[src/rtl/mipi_csi2_depacketizer.sv]
// CSI-2 single-lane receive parser: turns the HS byte stream into vsync/href/pixel video.
// The parser state is mirrored on fsm_state for debug visibility.
module mipi_csi2_depacketizer #(
   parameter int DATA_WIDTH = 10
) (
   input  logic                  pixclk,
   input  logic                  resetb,
   input  logic                  enable,
   input  logic                  sot,
   input  logic                  eot,
   input  logic                  byte_valid,
   input  logic [7:0]            byte_data,
   output logic                  vsync,
   output logic                  href,
   output logic                  pix_valid,
   output logic [DATA_WIDTH-1:0] data,
   output logic [15:0]           frame_num,
   output logic [15:0]           line_cnt,
   output logic                  err_short,
   output logic                  err_dt,
   output logic [2:0]            fsm_state
);

   typedef enum logic [2:0] {
      ST_IDLE    = 3'd0,
      ST_HDR     = 3'd1,
      ST_PAYLOAD = 3'd2,
      ST_CRC     = 3'd3,
      ST_SKIP    = 3'd4
   } state_t;

   state_t      state, state_nxt;
   logic [1:0]  hdr_cnt;
   logic [5:0]  dt;
   logic [15:0] wc;
   logic [15:0] byte_rem;
   logic        raw10;
   logic [2:0]  grp_idx;
   logic [7:0]  msb [0:3];
   logic [9:0]  sh_pix [0:2];
   logic [1:0]  sh_cnt;
   logic        crc_cnt;

   logic start, take, hdr_done, is_long, emit, short_nxt, dt_nxt;

   assign fsm_state = state;

   always_comb begin
      state_nxt = state;
      short_nxt = 1'b0;
      dt_nxt    = 1'b0;
      start     = enable && sot && byte_valid;
      take      = enable && byte_valid && !start;
      hdr_done  = take && (state == ST_HDR) && (hdr_cnt == 2'd3);
      is_long   = (dt == 6'h2A) || (dt == 6'h2B);
      emit      = enable && ((sh_cnt != 2'd0) ||
                  (take && (state == ST_PAYLOAD) && (!raw10 || (grp_idx == 3'd4))));
      if (!enable) begin
         state_nxt = ST_IDLE;
      end else if (start) begin
         state_nxt = ST_HDR;
         short_nxt = (state == ST_PAYLOAD) || (state == ST_CRC);
      end else begin
         case (state)
            ST_HDR: begin
               if (hdr_done) begin
                  if (dt <= 6'h03) begin
                     state_nxt = ST_IDLE;
                  end else if (is_long) begin
                     state_nxt = (wc != 16'd0) ? ST_PAYLOAD : ST_CRC;
                  end else begin
                     state_nxt = ST_SKIP;
                     dt_nxt    = 1'b1;
                  end
               end
            end
            ST_PAYLOAD: if (take && (byte_rem == 16'd1)) state_nxt = ST_CRC;
            ST_CRC:     if (take && crc_cnt) state_nxt = ST_IDLE;
            default: ;
         endcase
         // eot is only short if the byte it rides with (if any) did not finish the packet
         if (eot && (state != ST_IDLE)) begin
            short_nxt = (state_nxt == ST_HDR) || (state_nxt == ST_PAYLOAD) ||
                        (state_nxt == ST_CRC);
            state_nxt = ST_IDLE;
         end
      end
   end

   always_ff @(posedge pixclk or negedge resetb) begin
      if (!resetb) state <= ST_IDLE;
      else         state <= state_nxt;
   end

   always_ff @(posedge pixclk or negedge resetb) begin
      if (!resetb) begin
         vsync     <= 1'b0;
         href      <= 1'b0;
         pix_valid <= 1'b0;
         data      <= '0;
         frame_num <= 16'd0;
         line_cnt  <= 16'd0;
         err_short <= 1'b0;
         err_dt    <= 1'b0;
         hdr_cnt   <= 2'd0;
         dt        <= 6'd0;
         wc        <= 16'd0;
         byte_rem  <= 16'd0;
         raw10     <= 1'b0;
         grp_idx   <= 3'd0;
         sh_cnt    <= 2'd0;
         crc_cnt   <= 1'b0;
         for (int i = 0; i < 4; i++) msb[i] <= 8'd0;
         for (int i = 0; i < 3; i++) sh_pix[i] <= 10'd0;
      end else begin
         err_short <= short_nxt;
         err_dt    <= dt_nxt;
         pix_valid <= 1'b0;
         if (!enable) begin
            sh_cnt <= 2'd0;
            href   <= 1'b0;
         end else begin
            if (sh_cnt != 2'd0) begin
               data      <= DATA_WIDTH'(sh_pix[0]);
               pix_valid <= 1'b1;
               sh_pix[0] <= sh_pix[1];
               sh_pix[1] <= sh_pix[2];
               sh_cnt    <= sh_cnt - 2'd1;
            end
            // A line ends once the payload is over and the shifter has fully drained
            if (emit) begin
               href <= 1'b1;
            end else if (href && (state != ST_PAYLOAD) && (sh_cnt == 2'd0)) begin
               href     <= 1'b0;
               line_cnt <= line_cnt + 16'd1;
            end
            if (start) begin
               dt      <= byte_data[5:0];
               hdr_cnt <= 2'd1;
            end else if (take) begin
               case (state)
                  ST_HDR: begin
                     hdr_cnt <= hdr_cnt + 2'd1;
                     if (hdr_cnt == 2'd1) wc[7:0]  <= byte_data;
                     if (hdr_cnt == 2'd2) wc[15:8] <= byte_data;
                     if (hdr_done) begin
                        if (dt == 6'h00) begin
                           vsync     <= 1'b1;
                           frame_num <= wc;
                           line_cnt  <= 16'd0;
                        end
                        if (dt == 6'h01) vsync <= 1'b0;
                        byte_rem <= wc;
                        raw10    <= dt[0];
                        grp_idx  <= 3'd0;
                        crc_cnt  <= 1'b0;
                     end
                  end
                  ST_PAYLOAD: begin
                     byte_rem <= byte_rem - 16'd1;
                     if (!raw10) begin
                        data      <= DATA_WIDTH'(byte_data);
                        pix_valid <= 1'b1;
                     end else if (grp_idx != 3'd4) begin
                        msb[grp_idx[1:0]] <= byte_data;
                        grp_idx           <= grp_idx + 3'd1;
                     end else begin
                        // LSB byte: pixel 0 goes out now, pixels 1..3 queue in the shifter
                        data      <= DATA_WIDTH'({msb[0], byte_data[1:0]});
                        pix_valid <= 1'b1;
                        sh_pix[0] <= {msb[1], byte_data[3:2]};
                        sh_pix[1] <= {msb[2], byte_data[5:4]};
                        sh_pix[2] <= {msb[3], byte_data[7:6]};
                        sh_cnt    <= 2'd3;
                        grp_idx   <= 3'd0;
                     end
                  end
                  ST_CRC: crc_cnt <= 1'b1;
                  default: ;
               endcase
            end
         end
      end
   end

endmodule
[config.mk]
export PLATFORM = sky130hd
export DESIGN_NAME = mipi_csi2_depacketizer
export DESIGN_NICKNAME = d
export VERILOG_FILES = /design/src/rtl/mipi_csi2_depacketizer.sv
export SDC_FILE = /design/constraint.sdc
export NUM_CORES = 1
export LEC_CHECK = 0
export CORE_ASPECT_RATIO = 1.4
export CORE_MARGIN = 4
export CORE_UTILIZATION = 58
export CTS_CLUSTER_SIZE = 20
export DETAILED_ROUTE_END_ITERATION = 7
export PLACE_DENSITY = 0.9
export SLEW_MARGIN = 40
export SYNTH_ARGS = -nofsm -noshare
export SYNTH_HDL_FRONTEND = slang
export SYNTH_SLANG_ARGS = --single-unit
[constraint.sdc]
create_clock -name pixclk -period 2.4 [get_ports pixclk]
set_input_delay 0.24 -clock pixclk [delete_from_list [all_inputs] [get_ports pixclk]]
set_output_delay 0.24 -clock pixclk [all_outputs]
set_load 0.01 [all_outputs]
# Word-level counts from Yosys, hierarchy flattened
# Cells that the tools add are included.
[word_totals]
register_bits = 159
latchBits = 0
mem_bits_rw = 0
rom_bits = 0
input_bits = 14
out_inout_bits = 50
elab_cells = 173
n_memories = 0
[op_classes]
add_sub_neg = 5
mul = 0
n_div = 0
magnitude_cmp = 3
eq_ne = 19
n_shift = 0
n_mux = 73
n_bitwise = 3
reduce_logical = 45
[ops]
columns = ["operator", "n"]
rows = [
  ["$mux W30", 5],
  ["$mux W16", 8],
  ["$mux W10", 6],
  ["$mux W3", 13],
  ["$bwmux W32", 1],
  ["$pmux W16 S2", 1],
  ["$reduce_and A6 Y1", 5],
  ["$reduce_and A5 Y1", 5],
  ["$mux W1", 23],
  ["$mux W2", 10],
  ["$mux W20", 1],
  ["$add A16 B1 Y16 const B", 1],
  ["$demux W8 S2", 1],
  ["$eq A16 B1 Y1 const B", 1],
  ["$reduce_bool A16 Y1", 1],
  ["$sub A16 B1 Y16 const B", 1],
  ["$logic_and A1 B1 Y1", 15],
  ["$eq A3 B2 Y1 const B", 4],
  ["$eq A6 B6 Y1 const B", 2],
  ["$reduce_bool A2 Y1", 6],
  ["$pmux W3 S3", 1],
  ["$mux W8", 1],
  ["$eq A3 B1 Y1 const B", 2],
  ["$eq A6 B1 Y1 const B", 1],
  ["24 further kinds", 33],
]

# Longest topological paths before layout
[logic_depth]
ltp_word = 16
mapped_depth = 8
ltp_nobuf = 7

# Worst setup path before layout
# OpenSTA, ideal clock, no wires.
[synth_path]
kind = "reg2reg"
startpoint = "reg state[1] (netlist: fsm_state[1])"
endpoint = "reg frame_num[10]"
setup_ns = 0.125
arrival_ns = 1.876
required_ns = 2.275
setup_slack_ns = 0.399
stages_incl_launch_ff = 7
path_buffers = 2
synth_period_minus_slack_ns = 2.001
cell_sequence = "dfrtp_1 buf_4 and3b_1 nand2_4 nor4_4 buf_6 mux2_4"
[synth_via]
elab_chain_cells = 4
[synth_rtl]
columns = ["item", "line_no", "source"]
rows = [
  ["start, declared", "32", "state_t state, state_nxt;"],
  ["start signal, assigned", "92", "else state <= state_nxt;"],
  ["$eq A3 B1 Y1 (*)", "54, 141", ""],
  ["$logic_and A1 B1 Y1 (2 in a row)", "54", "hdr_done = take && (state == ST_HDR) && (hdr_cnt == 2'd3);"],
  ["$reduce_and A6 Y1 (no source line) (*)", "-", ""],
  ["end signal, assigned", "149", "frame_num <= wc;"],
  ["end, declared", "17", "output logic [15:0] frame_num,"],
]
# Mark *: on every way between the ends. The rest lies on a longest branch, timed or not.
# A chain may end at the register's enable or synchronous reset.

# Worst setup path after layout
[layout_path]
startpoint = "reg state[1] (netlist: fsm_state[1])"
endpoint = "reg data[2]"
[layout_via]
elab_chain_cells = 4
[layout_rtl]
columns = ["item", "line_no", "source"]
rows = [
  ["$eq A3 B2 Y1", "141", "case (state)"],
  ["$mux W10", "141", ""],
  ["$mux W10", "140", "end else if (take) begin"],
  ["$mux W10", "137", "if (start) begin"],
  ["end signal, assigned", "124", "data <= DATA_WIDTH'(sh_pix[0]);"],
  ["end signal, assigned", "162", "data <= DATA_WIDTH'(byte_data);"],
  ["end signal, assigned", "169", "data <= DATA_WIDTH'({msb[0], byte_data[1:0]});"],
  ["end, declared", "16", "output logic [DATA_WIDTH-1:0] data,"],
]
# Every way passes these cells.

==> flow_summary_export.csv <==
group,metric,value,unit
die,std_cell_rows,47,
die,die_w,102,um
worst_setup_path,crit_type,"register to register",
final_layout,antenna_cells,0,
die,start_util,60.1,%
placement,dp_hpwl,12.0,mm
yosys,synth_top_area_share,55.2,%
worst_setup_path,end_kind,"register",
cts,clk_latency,420,ps
cts,htreeDepth,4,
grt,grt_max_degree,55,
worst_setup_path,max_stage_delay,570,ps
pwr,p_total,6410,uW
yosys,yosysMostFrequentCell,"dfrtp_1",
cts,cts.sinks,159,
yosys,syn-instance-count,627,
pwr,pwr-share-comb,9.8,%
final_layout,nets,718,
status,status,"finished clean",
worst_setup_path,crit_buf_inv,1,
worst_setup_path,cp-start-kind,"register",
placement,place.port_buffers,63,
yosys,ys_top_cells_by_area,"dfrtp_1 (55%), mux2_2 (11%), nor2_1 (2.9%), a21oi_1 (2.7%), o21ai_0 (2.4%)",
timing,tns,0,ps
cts,cts_max_path_buffers,2,
drt,wl,18.1,mm
pwr,seqPwrFrac,48.1,%
yosys,yosysSeqAreaShare,55.2,%
cts,postCtsSetupBuffers,0,
timing,period_share,98.1,%
pwr,pwr-share-clk,42.1,%
job,drv_cap,0,
pwr,p_per_area,744,nW/um^2
timing,fin_skew,6.92,ps
yosys,syn_area,7210,sq um
worst_setup_path,crit_family,"simple AND/OR/NAND/NOR gates",
cts,cts.clk_slew.worst_paths,60,ps
timing,rsz0062_at_grt,"false",
yosys,ys_warn_count,0,
yosys,async_flop_share,100,%
die,core,12000,sq um
pwr,netSwitchingPower,1620,uW
grt,antenna_found_initial,0,
timing,setup_viol,0,
drt,post_drt_wl_per_cell,21.2,um
cts,numCtsBuffers,17,
worst_setup_path,path_cells,"nor3b_2, buf_4, nand2_1, nor2_2, a222oi_1, o21ai_0",
yosys,synth_area_leader_cell,"dfrtp_1",
die,die_area,14300,sq um
cts,root_buffer,"clkbuf_16",
drt,drt_first_iter_violations,378,
timing,hold_viol_final,0,
yosys,synth_edf_count,0,
worst_setup_path,crit_fanout,29,
timing,tightestPinTransition,641,ps
yosys,ys_ff_latch,159,
worst_setup_path,crit_arrival,2650,ps
yosys,ys_top_cells_by_count,"dfrtp_1 (159), mux2_2 (71), nor2_1 (56), nand2_1 (40), a21oi_1 (39)",
cts,cts_tree,"built",
grt,grt_overflow,0,
yosys,syn_avg_cell_area,11.5,sq um
yosys,syn-num-nets,651,
drt,drtPass1Iterations,6,
drt,via_per_inst,6.42,
timing,max_freq,425,MHz
timing,min_period,2350,ps
min_path,hp-class,"input port to async pin",
pwr,peakVddDrop,0.522,mV
timing,max_slew_margin,57.1,%
pwr,netSwitchingFraction,25.3,%
pwr,leakage,0.00397,uW
grt,grt_pass1_wl,29.7,mm
pwr,cellInternalPower,4790,uW
timing,drv_slew,0,
grt,first_global_vias,5837,
die,pin_count,64,
worst_setup_path,required,2690,ps
die,chipHeight,140,um
yosys,ys.flop_type,"dfrtp_1",
grt,gr-usage-all-layers,26.9,%
yosys,synth_cell_types,58,
final_layout,synthToLayoutAreaGrowth,19.6,%
drt,detail-route-antenna-nets,0,
drt,drc,0,
placement,gp_congestion,0.867,
drt,vias,5479,
final_layout,layout-drive-gt1-share,19.9,%
worst_setup_path,critPathSlowestCell,"dfrtp_1",
## sequential cells by signal, summed over array words and instances, names as in the netlist, 3 cells and up
name / flops
data: 10
msb: 32
fsm_state: 3
grp_idx: 3
line_cnt: 16
sh_pix: 30
byte_rem: 16
wc: 16
dt: 6
frame_num: 16
## cell usage in the layout, fill, tap and decap left out, types with 4 or more instances in the layout
cell             count
buf_4               17
clkdlybuf4s50_1     62
a31oi_1              4
nor4_1               8
and3_1              10
o21ai_0             34
mux2_4              10
mux2_2              71
nor3_1               5
o22ai_1             22
nor2_1              55
inv_1               11
clkinv_2             4
xor2_1              14
o22a_1               5
nand3_1             15
o2bb2ai_1            4
a21oi_1             39
dfrtp_1            159
ha_1                10
clkinvlp_4           4
a222oi_1             6
nand4_1             11
a22oi_1              5
clkbuf_16           17
nand2_1             40
## path summary, 6_finish.rpt
check	startpoint	slack (ps)	depth (start not counted)	to
setup / recovery	fsm_state[1]$_DFF_PN0_	50	6	data[2]$_DFFE_PN0P_
hold / removal	resetb	310	2	line_cnt[6]$_DFFE_PN0P_
setup reg to reg	fsm_state[1]$_DFF_PN0_	50	6	data[2]$_DFFE_PN0P_
hold reg to reg	data[4]$_DFFE_PN0P_	480	2	data[4]$_DFFE_PN0P_
max in group asynchronous	resetb	1290	3	grp_idx[2]$_DFFE_PN0P_
min in group pixclk	data[4]$_DFFE_PN0P_	480	2	data[4]$_DFFE_PN0P_
## power groups by stage
stage                     Sequential, uW  Combinational, uW  Clock [uW]
after floorplan                     3060                364           0
after global placement              3100                572           0
after detailed placement            3120                605           0
after CTS                           3080                625        2730
after global routing                3110                688        2860
final                               3090                626        2700
## stage by stage
| step | hold slack, ps | instance area, sq um | utilization [%] | setup slack [ps] | cells |
|---|---|---|---|---|---|
| 2_1_floorplan | -55.6 | 7210 | - | 399 | 627 |
| 3_3_place_gp | 192 | 8010 | 66.8 | 155 | 821 |
| 3_5_place_dp | 193 | 8010 | 66.8 | 73.3 | 821 |
| 4_1_cts | 325 | 8620 | 71.8 | 115 | 854 |
| 5_1_grt | 353 | 8620 | 71.9 | 1.93 | 854 |
| 6_report | 315 | 8620 | 71.9 | 46.1 | 854 |
## layer usage
layer  up-vias  GRT usage [%]  wire, um
met5         -              0         0
met4         0           13.8       860
met3        74           5.77      1260
met2       280           45.4      9560
met1      2709           31.7      6420
li1       2416              -         -
## layout make-up
type,instances,area (sq um)
sequential,159,3980
inverter,11,41.3
timing repair buffer,83,810
tap,147,184
clock buffer,21,450
clock inverter,11,140
fill,791,3380
multi-input combinational,422,3020
## logic make-up (layout without fill, tap and decap cells)
logic type | count (synthesis) | in the layout | synth area share (%)
AND/OR/NAND/NOR | 175 | 175 | 12.6
flip-flops | 159 | 159 | 55.2
AO/OA/AOI/OAI | 137 | 137 | 11.9
multiplexers | 85 | 85 | 13.7
buffers and inverters | 46 | 126 | 3.02
XOR/XNOR | 15 | 15 | 1.82
adder cells (fa/ha/maj) | 10 | 10 | 1.74
## timing repair
action	CTS	global route
hold buffers	1	0
endpoints found under the setup margin	1	0
resized for setup	1	0
hold endpoints to repair	44	0
Power figures use the tool's default switching activity.
